**config.mk**
```make
export PLATFORM = sky130hd
export DESIGN_NAME = pool_arb_sched
export DESIGN_NICKNAME = d
export VERILOG_FILES = /design/src/rtl/pool_arb_sched.sv
export SDC_FILE = /design/constraint.sdc
export NUM_CORES = 1
export LEC_CHECK = 0
export CORE_MARGIN = 2
export CORE_UTILIZATION = 40
export CTS_CLUSTER_SIZE = 10
export DETAILED_ROUTE_END_ITERATION = 16
export HOLD_SLACK_MARGIN = 0.05
export PLACE_DENSITY_LB_ADDON = 0.08
export SLEW_MARGIN = 25
export SYNTH_ARGS = -nofsm -noshare
export SYNTH_HDL_FRONTEND = slang
export SYNTH_SLANG_ARGS = --single-unit
```
**constraint.sdc**
```tcl
create_clock -name clk -period 4.1 [get_ports clk]
set_input_delay 0.82 -clock clk [delete_from_list [all_inputs] [get_ports clk]]
set_output_delay 0.82 -clock clk [all_outputs]
set_load 0.02 [all_outputs]
```
**src/rtl/pool_arb_sched.sv**
```systemverilog
// Round-robin arbiter and job scheduler sharing one pooling controller
// among N_REQ requesters. Handles job issue, completion, illegal-dimension
// aborts and a BUSY watchdog timeout. All outputs are registered.
module pool_arb_sched #(
    parameter int N_REQ   = 4,
    parameter int TIMEOUT = 64
) (
    input  logic                       clk,
    input  logic                       nrst,
    input  logic [N_REQ-1:0]           req,
    input  logic [N_REQ*3-1:0]         req_inst,
    input  logic [N_REQ*3-1:0]         req_dim,
    input  logic                       pu_done,
    output logic                       start_pool,
    output logic [2:0]                 pooling_inst,
    output logic [2:0]                 array_dim,
    output logic [N_REQ-1:0]           ack,
    output logic [N_REQ-1:0]           err,
    output logic                       busy,
    output logic [$clog2(N_REQ)-1:0]   owner,
    output logic [7:0]                 job_cnt
);

    localparam int IW = $clog2(N_REQ);
    localparam int TW = $clog2(TIMEOUT);

    typedef enum logic [1:0] {
        S_IDLE  = 2'd0,
        S_ISSUE = 2'd1,
        S_BUSY  = 2'd2,
        S_DONE  = 2'd3
    } state_t;

    // Only dimensions 3, 4 and 5 can be handled by the pooling controller.
    function automatic logic dim_ok(input logic [2:0] d);
        dim_ok = (d == 3'd3) || (d == 3'd4) || (d == 3'd5);
    endfunction

    // Returns {found, index} of the first requester at or after ptr, wrapping.
    // Scanning from the farthest offset down lets the nearest one win.
    function automatic logic [IW:0] pick(input logic [N_REQ-1:0] r,
                                         input logic [IW-1:0]    ptr);
        logic [IW:0] res;
        int          k;
        res = '0;
        for (int i = N_REQ - 1; i >= 0; i--) begin
            k = (int'(ptr) + i) % N_REQ;
            if (r[k]) begin
                res = {1'b1, k[IW-1:0]};
            end else begin
                res = res;
            end
        end
        return res;
    endfunction

    state_t           r_state;
    logic [IW-1:0]    r_rr_ptr;
    logic [TW-1:0]    r_timer;
    logic             r_start;
    logic [2:0]       r_inst;
    logic [2:0]       r_dim;
    logic [N_REQ-1:0] r_ack;
    logic [N_REQ-1:0] r_err;
    logic             r_busy;
    logic [IW-1:0]    r_owner;
    logic [7:0]       r_job_cnt;

    state_t           w_state_nxt;
    logic [IW-1:0]    w_rr_nxt;
    logic [TW-1:0]    w_timer_nxt;
    logic             w_start_nxt;
    logic [2:0]       w_inst_nxt;
    logic [2:0]       w_dim_nxt;
    logic [N_REQ-1:0] w_ack_nxt;
    logic [N_REQ-1:0] w_err_nxt;
    logic [IW-1:0]    w_owner_nxt;
    logic [7:0]       w_cnt_nxt;
    logic [IW:0]      w_pick;
    logic [IW-1:0]    w_idx;
    logic [2:0]       w_sel_inst;
    logic [2:0]       w_sel_dim;
    logic [N_REQ-1:0] w_owner_oh;

    assign w_pick     = pick(req, r_rr_ptr);
    assign w_idx      = w_pick[IW-1:0];
    assign w_sel_inst = req_inst[int'(w_idx)*3 +: 3];
    assign w_sel_dim  = req_dim[int'(w_idx)*3 +: 3];
    assign w_owner_oh = {{(N_REQ-1){1'b0}}, 1'b1} << r_owner;

    // Next-state and next-output logic of the scheduler FSM.
    always_comb begin
        w_state_nxt = r_state;
        w_rr_nxt    = r_rr_ptr;
        w_timer_nxt = r_timer;
        w_start_nxt = 1'b0;
        w_inst_nxt  = r_inst;
        w_dim_nxt   = r_dim;
        w_ack_nxt   = '0;
        w_err_nxt   = '0;
        w_owner_nxt = r_owner;
        w_cnt_nxt   = r_job_cnt;
        case (r_state)
            S_IDLE: begin
                if (w_pick[IW]) begin
                    w_state_nxt = S_ISSUE;
                    w_rr_nxt    = (w_idx == IW'(N_REQ - 1)) ? '0 : (w_idx + IW'(1));
                    w_inst_nxt  = w_sel_inst;
                    w_dim_nxt   = w_sel_dim;
                    w_owner_nxt = w_idx;
                    w_start_nxt = dim_ok(w_sel_dim);
                end else begin
                    w_inst_nxt  = 3'd0;
                    w_dim_nxt   = 3'd0;
                    w_owner_nxt = '0;
                end
            end
            S_ISSUE: begin
                if (dim_ok(r_dim)) begin
                    w_state_nxt = S_BUSY;
                    w_timer_nxt = '0;
                end else begin
                    w_state_nxt = S_DONE;
                    w_err_nxt   = w_owner_oh;
                end
            end
            S_BUSY: begin
                if (pu_done) begin
                    w_state_nxt = S_DONE;
                    w_ack_nxt   = w_owner_oh;
                    w_cnt_nxt   = r_job_cnt + 8'd1;
                end else if (r_timer == TW'(TIMEOUT - 1)) begin
                    w_state_nxt = S_DONE;
                    w_err_nxt   = w_owner_oh;
                end else begin
                    w_timer_nxt = r_timer + TW'(1);
                end
            end
            S_DONE: begin
                w_state_nxt = S_IDLE;
                w_timer_nxt = '0;
                w_inst_nxt  = 3'd0;
                w_dim_nxt   = 3'd0;
                w_owner_nxt = '0;
            end
            default: begin
                w_state_nxt = S_IDLE;
                w_timer_nxt = '0;
                w_inst_nxt  = 3'd0;
                w_dim_nxt   = 3'd0;
                w_owner_nxt = '0;
            end
        endcase
    end

    // State, pointer, timer and registered outputs; reset abandons any job.
    always_ff @(posedge clk or negedge nrst) begin
        if (!nrst) begin
            r_state   <= S_IDLE;
            r_rr_ptr  <= '0;
            r_timer   <= '0;
            r_start   <= 1'b0;
            r_inst    <= 3'd0;
            r_dim     <= 3'd0;
            r_ack     <= '0;
            r_err     <= '0;
            r_busy    <= 1'b0;
            r_owner   <= '0;
            r_job_cnt <= 8'd0;
        end else begin
            r_state   <= w_state_nxt;
            r_rr_ptr  <= w_rr_nxt;
            r_timer   <= w_timer_nxt;
            r_start   <= w_start_nxt;
            r_inst    <= w_inst_nxt;
            r_dim     <= w_dim_nxt;
            r_ack     <= w_ack_nxt;
            r_err     <= w_err_nxt;
            r_busy    <= (w_state_nxt != S_IDLE);
            r_owner   <= w_owner_nxt;
            r_job_cnt <= w_cnt_nxt;
        end
    end

    assign start_pool   = r_start;
    assign pooling_inst = r_inst;
    assign array_dim    = r_dim;
    assign ack          = r_ack;
    assign err          = r_err;
    assign busy         = r_busy;
    assign owner        = r_owner;
    assign job_cnt      = r_job_cnt;

endmodule

```
==> flow_summary.toml, run 1 <==
[status]
status = "completed"

[global_route]
gr-usage-met3_pct = 4.99
grt_pass1_wl_um = 6360
number_of_global_route_vias_before_repair = 1439
globalRouteMet1Util_pct = 19.4
grt_usage_pct = 15.7
grt_use_met2_pct = 26.5
busiest_layer = "met2"
largest_net_degree_at_the_start_of_global_routing = 37
globalRoute.totalOverflow = 0
grt_antenna_before_repair = 0

[pwr]
power.density_cell_area_nw_per_um2 = 647
swShare_pct = 37.9
irDropWorstVdd_mv = 0.257
leakage_uw = 0.00110
total_power_uw = 1620
share_comb_of_total_power_pct = 47.2
power_report.internal_total_uw = 1000
power_frac_clock_pct = 18.8
p_seq_share_pct = 34.0
netSwitchingPower_uw = 614

[clock_network]
cts_max_path_buffers = 2
htree_num_levels = 2
ctsResizeCount = 0
cts.sinks = 36
cts_root_buffer = "clkbuf_8"
cts-buffers-inserted = 5
hold_fix_buffers_cts = 0
cts_post_setup_buffers_inserted = 0
tritoncts = "built"
clkTransAtPathRegs_ps = 70
worst_skew_pair.late_latency_ps = 280

[synth]
syn_nets = 207
synth.lib_cells_used.distinct = 31
synth.ff_latch_count = 36
postSynth.topFlopCell = "dfrtp_1"
count_of_flip_flops_with_a_built_in_enable_after_synthesis = 0
sequential_cell_area_fraction_in_the_yosys_report_pct = 50.4
post_synth_inst_count = 170
synth-async-reset-ratio_pct = 100
ys_warn_count = 0
post_synth.cell_area_avg_um2 = 10.5
synthesis.area_um2 = 1790

[worst_setup_path]
timing.rr.start = "r_state[0]$_DFF_PN0_"
cp.depth = 8
max_stage_delay_ps = 670
critical_path.startpoint = "req[0]"
setup.worst_path.end_class = "register"
startpoint_kind_of_the_worst_setup_timing_path = "primary input"
reg2regPathDepth = 7
arrival_ps = 3050
slowest_stage = "a311oi_4"
critPathRequiredTime_ps = 4270
crit_type = "in -> reg"
crit_path_cell_trace = "clkdlybuf4s50_1 -> mux2i_1 -> nor2_1 -> a311oi_4 -> buf_4 -> mux2i_1 -> mux2i_1 -> a22o_1"
worst-path-max-fanout = 12
crit_top_cell = "mux2i_1"
critical-path-top-delay-family = "compound AO/OA/AOI/OAI gates"
critPathBufInv = 2

[layout]
antennaDiodeCount = 0
final.fill_count = 376
ff_latch_area_um2 = 901
drive_above_1_share_pct = 8.19
multi_input_comb_area_um2 = 833
design.final.nets = 268
layout.cells.non_filler = 284
area_delta_synth_final_pct = 40.0

[drt]
wire_per_inst_um = 12.9
drt_pre_antenna_iters = 4
drt_iter0_markers = 104
drt-total-wl_um = 3650
antenna_left = 0
num_vias = 1442
drcViolationCount = 0
via_per_inst = 5.08

[min_path]
worstHoldStart = "job_cnt[7]$_DFFE_PN0P_"
hold_path_depth = 1
worst_hold_path_type = "reg -> reg"

[timing]
fin_setup_tns_ps = 0
min_period_ps = 2880
final_min_period_over_clock_period_pct = 70.2
number_of_hold_violations_in_the_final_report = 0
setup_violations = 0
timing.clock.skew_ps = 6.82
setup_slack_ps = 1220
max_slew_margin_pct = 48.3
max_slew.worst_pin.slew_ps = 775
grt_setup_unrepaired = "false"
maximum_achievable_frequency_mhz = 347
final_max_slew_viol_count = 0

[floorplan]
chipHeight_um = 70.9
rows = 24
chipWidth_um = 70.9
ios = 57
fp.dieArea_um2 = 5020
core_region_area_um2 = 4320
initial_core_util_pct = 41.3

[place]
dpl_worst_slack_ps = 893
dpl.cell_count = 276
port-buffer-count = 56
dp.final_hpwl_um = 2790
gpl.final_weighted_congestion = 0.779

[run]
max_cap_violations = 0
cells in the mapped netlist, drive strengths merged (2+ instances only):
cell type  number  area, um2
a21oi           6       30.0
mux2i          12        120
a21o            2       15.0
and2            2       12.5
buf             3       23.8
ha              6       75.1
dfrtp          36        901
nand3b          2       15.0
nand2b          6       37.5
inv             7       26.3
nor2           13       48.8
xnor2           7       61.3
nor3            4       20.0
nand3           5       25.0
o21ai          16       80.1
or3             2       12.5
mux2            6       67.6
nand2          18       67.6
a22o            7       61.3
state kept, by name, summed over array words and instances (netlist names), 3 cells and up:
| name | count |
|---|---|
| ack | 4 |
| array_dim | 3 |
| err | 4 |
| job_cnt | 8 |
| pooling_inst | 3 |
| r_timer | 6 |
power by group through the flow:
| stage | Sequential [uW] | Clock [uW] | Combinational [uW] |
|---|---|---|---|
| after detailed placement | 556 | 0 | 774 |
| after global routing | 566 | 327 | 846 |
| after floorplan | 627 | 0 | 428 |
| final | 551 | 304 | 764 |
| after CTS | 550 | 314 | 776 |
| after global placement | 552 | 0 | 757 |
logic make-up after synthesis:
group                      after synthesis  share of synthesized area [%]
xor gates and xnor gates                 8                           3.92
and+or+nand+nor                         57                           15.3
buffers and inverters                   11                           3.01
muxes                                   18                           10.5
DFF                                     36                           50.4
adders and majority gates                6                           4.20
AOI/OAI and AO/OA                       34                           12.7
path summary, 6_finish.rpt:
| kind | slack (ps) | end |
|---|---|---|
| worst min-delay path | 470 | job_cnt[7]$_DFFE_PN0P_ |
| worst min register to register | 470 | job_cnt[7]$_DFFE_PN0P_ |
| worst max-delay path | 1220 | array_dim[0]$_DFFE_PN0P_ |
| worst max register to register | 1660 | r_timer[3]$_DFFE_PN0P_ |
| min in group asynchronous | 610 | r_timer[4]$_DFFE_PN0P_ |
| max in group asynchronous | 3000 | array_dim[1]$_DFFE_PN0P_ |
worst reg2reg max path: cells and delay by family, from the launching register on:
kind / cells / cell delay [ps]
buf+inv: 2 / 230
fa+ha+maj: 1 / 290
flops: 1 / 400
simple gates: 3 / 1240
compound gates: 1 / 190
per-stage QoR:
step / instance area [um2] / hold WS, ps / util [%]
final: 2500 / 474 / 57.9
after global routing: 2500 / 517 / 57.9
after CTS: 2500 / 484 / 57.9
after detailed placement: 2400 / 470 / 55.4
after global placement: 2400 / 459 / 55.4
after floorplan: 1790 / 467 / -
layout by cell type, fill, tap and decap left out, types with 4 or more instances in the layout:
master and n:
mux2i_1 12, a21oi_1 6, mux2_2 6, nor2_1 13, nor3_1 4, clkbuf_8 5
xnor2_1 7, inv_1 7, dfrtp_1 36, o21ai_0 16, clkdlybuf4s50_1 55, nand3_1 5
nand2_1 18, nand2b_1 6, ha_1 6, a22o_1 7
layout make-up:
class / count / area share, %
timing repair buffer: 58 / 22.8
clock inverter: 2 / 1.40
tap: 52 / 2.60
sequential: 36 / 36.0
multi-input combinational: 123 / 33.3
inverter: 7 / 1.05
clock buffer: 6 / 2.90
routing by layer:
layer	vias to the layer above	wire, um
li1	714	-
met1	676	1600
met2	48	1770
met4	0	44
met3	4	238
met5	-	0
Note: power is estimated with default switching activity, not from simulation.
==> inputs of run 2 (changes only) <==
Clock period 4.1 ns to 2.69 ns, I/O delays scaled along.
==> run 2 against run 1 <==
- worst setup slack got worse by 840 ps
- via count increased by 0.83%
- die area unchanged
- clock power increased by 50%
- worst hold slack got worse by 140 ps
- non-clock buffer count increased by 3
- sequential power increased by 52%
- total power increased by 55%
- first-iteration DRC count decreased by 27%
- sequential share of layout area decreased by 0.50 points
- largest cell class unchanged
- register-to-register slack got worse by 1300 ps
==> flow_summary.toml, run 2 (same netlist as run 1, synthesis figures left out) <==
[layout]
final_cell_mix = "55 x clkdlybuf4s50_1, 36 x dfrtp_1, 18 x nand2_1"
largest_reg_flops = 8
drive_above_1_share_pct = 9.36
antennaDiodeCount = 0
area_delta_synth_final_pct = 42.0
design.final.nets = 271
layout_commonest_cell = "clkdlybuf4s50_1"

[global_route]
grt_pass1_wl_um = 6490
grt_usage_pct = 16.2
grt_antenna_before_repair = 0
largest_net_degree_at_the_start_of_global_routing = 37
globalRoute.totalOverflow = 0
number_of_global_route_vias_before_repair = 1506

[timing]
grt_setup_unrepaired = "false"
max_slew.worst_pin.slew_ps = 794
setup_slack_ps = 385
maximum_achievable_frequency_mhz = 434
final_min_period_over_clock_period_pct = 85.7
timing.clock.skew_ps = 4.38
number_of_hold_violations_in_the_final_report = 0
final_max_slew_viol_count = 0
min_period_ps = 2310
max_slew_margin_pct = 47.1
setup_violations = 0
fin_setup_tns_ps = 0

[drt]
drt_iter0_markers = 76
drt-total-wl_um = 3610
num_vias = 1454
drt_pre_antenna_iters = 4
via_per_inst = 5.07
drcViolationCount = 0
wire_per_inst_um = 12.6
antenna_left = 0

[floorplan]
core_region_area_um2 = 4320
initial_core_util_pct = 41.3
rows = 24
fp.dieArea_um2 = 5020
chipHeight_um = 70.9
chipWidth_um = 70.9
ios = 57

[worst_setup_path]
cp.depth = 7
slowest_stage = "or4b_2"
arrival_ps = 2490
worst-path-max-fanout = 7
crit_path_cell_trace = "inv_1 -> ha_1 -> inv_1 -> or3_1 -> or4b_2 -> or2_2 -> o31ai_1"
max_stage_delay_ps = 650
reg2regPathDepth = 7
crit_type = "reg -> reg"
critPathRequiredTime_ps = 2880
critPathBufInv = 2
critical-path-top-delay-family = "simple AND/OR/NAND/NOR gates"
setup.worst_path.end_class = "register"
crit_top_cell = "inv_1"
startpoint_kind_of_the_worst_setup_timing_path = "register"

[min_path]
worst_hold_path_type = "in -> async"

[clock_network]
ctsResizeCount = 0
cts_root_buffer = "clkbuf_8"
cts_max_path_buffers = 2
clkTransAtPathRegs_ps = 70
cts_post_setup_buffers_inserted = 0
htree_num_levels = 2
cts-buffers-inserted = 5
cts.sinks = 36
tritoncts = "built"
worst_skew_pair.late_latency_ps = 280
hold_fix_buffers_cts = 0

[pwr]
leakage_uw = 0.00112
total_power_uw = 2500
irDropWorstVdd_mv = 0.450
power.density_cell_area_nw_per_um2 = 986

[status]
status = "completed"

[place]
port-buffer-count = 56
gpl.final_weighted_congestion = 0.744
dp.final_hpwl_um = 2770
dpl_worst_slack_ps = 136

[run]
max_cap_violations = 0
[run 2: cell type report]
type	instances	area, um2
well taps	52	65.1
flip-flops and latches	36	901
multi-input cells	123	833
fillers	358	1790
inverters	7	26.3
repair buffers	61	606
clock inverters	2	35.0
clock buffers	6	72.6
[run 2: path summary, 6_finish.rpt]
path	slack (ps)	start	endpoint
hold reg to reg	470	job_cnt[7]$_DFFE_PN0P_	job_cnt[7]$_DFFE_PN0P_
setup reg to reg	380	r_state[0]$_DFF_PN0_	r_timer[3]$_DFFE_PN0P_
setup / recovery	380	r_state[0]$_DFF_PN0_	r_timer[3]$_DFFE_PN0P_
max in group asynchronous	1850	nrst	job_cnt[6]$_DFFE_PN0P_
hold / removal	340	nrst	r_timer[5]$_DFFE_PN0P_
min in group clk	470	job_cnt[7]$_DFFE_PN0P_	job_cnt[7]$_DFFE_PN0P_
[run 2: stage by stage]
| step | area (um2) | cells | util (%) | hold WS [ps] |
|---|---|---|---|---|
| after floorplan | 1790 | 170 | - | 242 |
| after global placement | 2430 | 279 | 56.2 | 458 |
| after detailed placement | 2430 | 279 | 56.2 | 467 |
| after CTS | 2540 | 287 | 58.7 | 363 |
| after global routing | 2540 | 287 | 58.7 | 395 |
| final | 2540 | 287 | 58.7 | 337 |
[run 2: report_power, final]
group	internal, uW	total [uW]	leakage (uW)	switching [uW]
Combinational	595	1210	0.000596	611
Clock	275	456	0.0000552	182
Sequential	698	840	0.000473	142
[run 2: worst reg2reg max path, cell delays in order (launching register included)]
cell,delay [ps]
dfrtp_1,400
inv_1,90
ha_1,280
inv_1,130
or3_1,140
or4b_2,650
or2_2,320
o31ai_1,190
[run 2: routing by layer]
| layer | vias to the layer above | wire (um) | GRT usage [%] |
|---|---|---|---|
| met5 | - | 0 | 0 |
| met4 | 0 | 59 | 5.45 |
| met3 | 8 | 255 | 5.70 |
| met2 | 52 | 1740 | 28.1 |
| met1 | 672 | 1560 | 18.5 |
| li1 | 722 | - | - |
==> RTL edit: new RTL, settings of run 2 <==
Encoding of `state_t`: now one-hot (4 bits for 4 states).
--- a/src/rtl/pool_arb_sched.sv
+++ b/src/rtl/pool_arb_sched.sv
@@ -25,9 +25,9 @@
     localparam int TW = $clog2(TIMEOUT);
 
-    typedef enum logic [1:0] {
-        S_IDLE  = 2'd0,
-        S_ISSUE = 2'd1,
-        S_BUSY  = 2'd2,
-        S_DONE  = 2'd3
+    typedef enum logic [3:0] {
+        S_IDLE  = 4'b0001,
+        S_ISSUE = 4'b0010,
+        S_BUSY  = 4'b0100,
+        S_DONE  = 4'b1000
     } state_t;
 
Behaviour: no difference found for any inputs over 4 cycles, from zero or initial values and one cycle with nrst low; so few cycles prove little.
==> RTL edit against run 2 <==
- total power shrank 17%
- final area grew 1.3%
- combinational power shrank 32%
- setup slack gained 0.0012 ns
- sequential cell count grew 2
- area after synthesis grew 2.5%
- routed wire length grew 1.9%
- sequential share of layout area grew 1.5 points
- critical path depth grew 2
- critical path type is now in2reg
==> RTL edit: results (changes against run 2) <==
Slew @ Worst Pin 0.806 ns (+0.0122 ns); first-pass GRT wire length 6.78 mm (+4.6%); leakage 1.16 nW (+2.9%); fin nets 277 (+2.2%); GR Util All Layers 16.7% (+0.57 points); synth top area cells dfrtp_1, mux2i_1, nand2_1; Tightest Hold Check Type in2async; DR iter-0 viols 55 (-28%); met1 usage 18.8% (+0.27 points); Final Wtd Congestion 0.808 (+8.7%); pin count of the biggest net entering global routing 39 (+5.4%); CP max stage delay 0.45 ns (-0.20 ns); Fill cells 368 (+2.8%); post-synthesis mux area share 9.62% (-0.87 points); Root Driver clkbuf_8; Yosys cell types 32 (+3.2%); via count 1492 (+2.6%); sequential area share after synthesis 51.9% (+1.6 points); syn nets 214 (+3.4%); run status complete, no violations; Post-Synth Adder-Cell Area 1.37% (-2.8 points); Compound-Gate Fraction of Synth Area 12.1% (-0.58 points); share of cells above drive strength 1 8.57% (-0.79 points); worst vdd ir 0.378 mV (-16%); Post-Synth XOR/XNOR Area 3.82% (-0.096 points); GR Util met2 28.9% (+0.77 points); CP max-delay cell clkdlybuf4s50_1; DP Worst Slack 0.0774 ns (-0.0589 ns); Layout Skew 0.00298 ns (-0.00140 ns); Top delay family on crit path buffers and inverters; final wirelength 3.68 mm (+1.9%); commonest cells in the synthesized netlist dfrtp_1, nand2_1, nor2_1; GR Util met3 5.77% (+0.069 points)
[RTL edit: changes by cell type after synthesis, moves of 2 or more]
| cell | before | now |
|---|---|---|
| nand2_1 | 18 | 27 |
| nor2_1 | 13 | 18 |
| ha_1 | 6 | 2 |
| mux2_2 | 6 | 3 |
| a21o_1 | 2 | 0 |
| a21oi_1 | 6 | 8 |
| a22o_1 | 7 | 5 |
| and3_1 | 1 | 3 |
| mux2_1 | 0 | 2 |
| nor2b_1 | 0 | 2 |
| or3_1 | 2 | 0 |
[RTL edit: cell type report]
class,count,area (um2),share of cell area (%)
clock buffers,5,68.8,2.68
clock inverters,3,40.0,1.56
inverters,6,22.5,0.876
multi-input cells,133,825,32.1
flip-flops and latches,38,952,37.0
well taps,52,65.1,2.53
repair buffers,60,598,23.3
[RTL edit: worst reg2reg max path: cells and delay by family (launching register included)]
kind	cells	cell delay, ns
compound gates	3	0.63
simple gates	2	0.16
mux	2	0.58
flops	1	0.49
buf+inv	1	0.20
[RTL edit: cell families (layout without fill, tap and decap cells)]
family                     count (synthesis)  after routing
adders and majority gates                  2              2
DFF                                       38             38
muxes                                     17             17
AOI/OAI and AO/OA                         34             34
xor gates and xnor gates                   8              8
and+or+nand+nor                           72             72
buffers and inverters                     10             74
[RTL edit: through the flow]
stage	instance area [um2]	hold WS (ns)	util, %	std cells
5_1_grt	2570	0.401	58.6	297
2_1_floorplan	1830	0.242	-	181
4_1_cts	2570	0.372	58.6	297
6_report	2570	0.337	58.6	297
3_5_place_dp	2460	0.464	56.2	289
3_3_place_gp	2460	0.461	56.2	289
[RTL edit: where the power goes]
| group | switching (W) | internal [W] |
|---|---|---|
| clock | 0.000192 | 0.000273 |
| combinational | 0.000419 | 0.000404 |
| sequential | 0.0000938 | 0.000686 |
[RTL edit: path summary, 6_finish.rpt]
| check | start | endpoint | slack (ns) | depth (start not counted) |
|---|---|---|---|---|
| worst max-delay path | req[2] | pooling_inst[0] | 0.39 | 9 |
| worst min-delay path | nrst | r_timer[3] | 0.34 | 1 |
| worst max register to register | r_rr_ptr[1] | pooling_inst[0] | 0.53 | 8 |
| worst min register to register | job_cnt[7] | job_cnt[7] | 0.47 | 1 |
| max in group asynchronous | nrst | job_cnt[5] | 1.84 | 1 |
| min in group clk | job_cnt[7] | job_cnt[7] | 0.47 | 1 |
[RTL edit: routing by layer]
metal  vias to the layer above  part of all wire [%]  routed length (um)
li1                        744                     -                   -
met1                       695                    42                1530
met2                        51                    49                1820
met3                         2                   8.0                 296
met4                         0                  0.92                  34
met5                         -                     0                   0
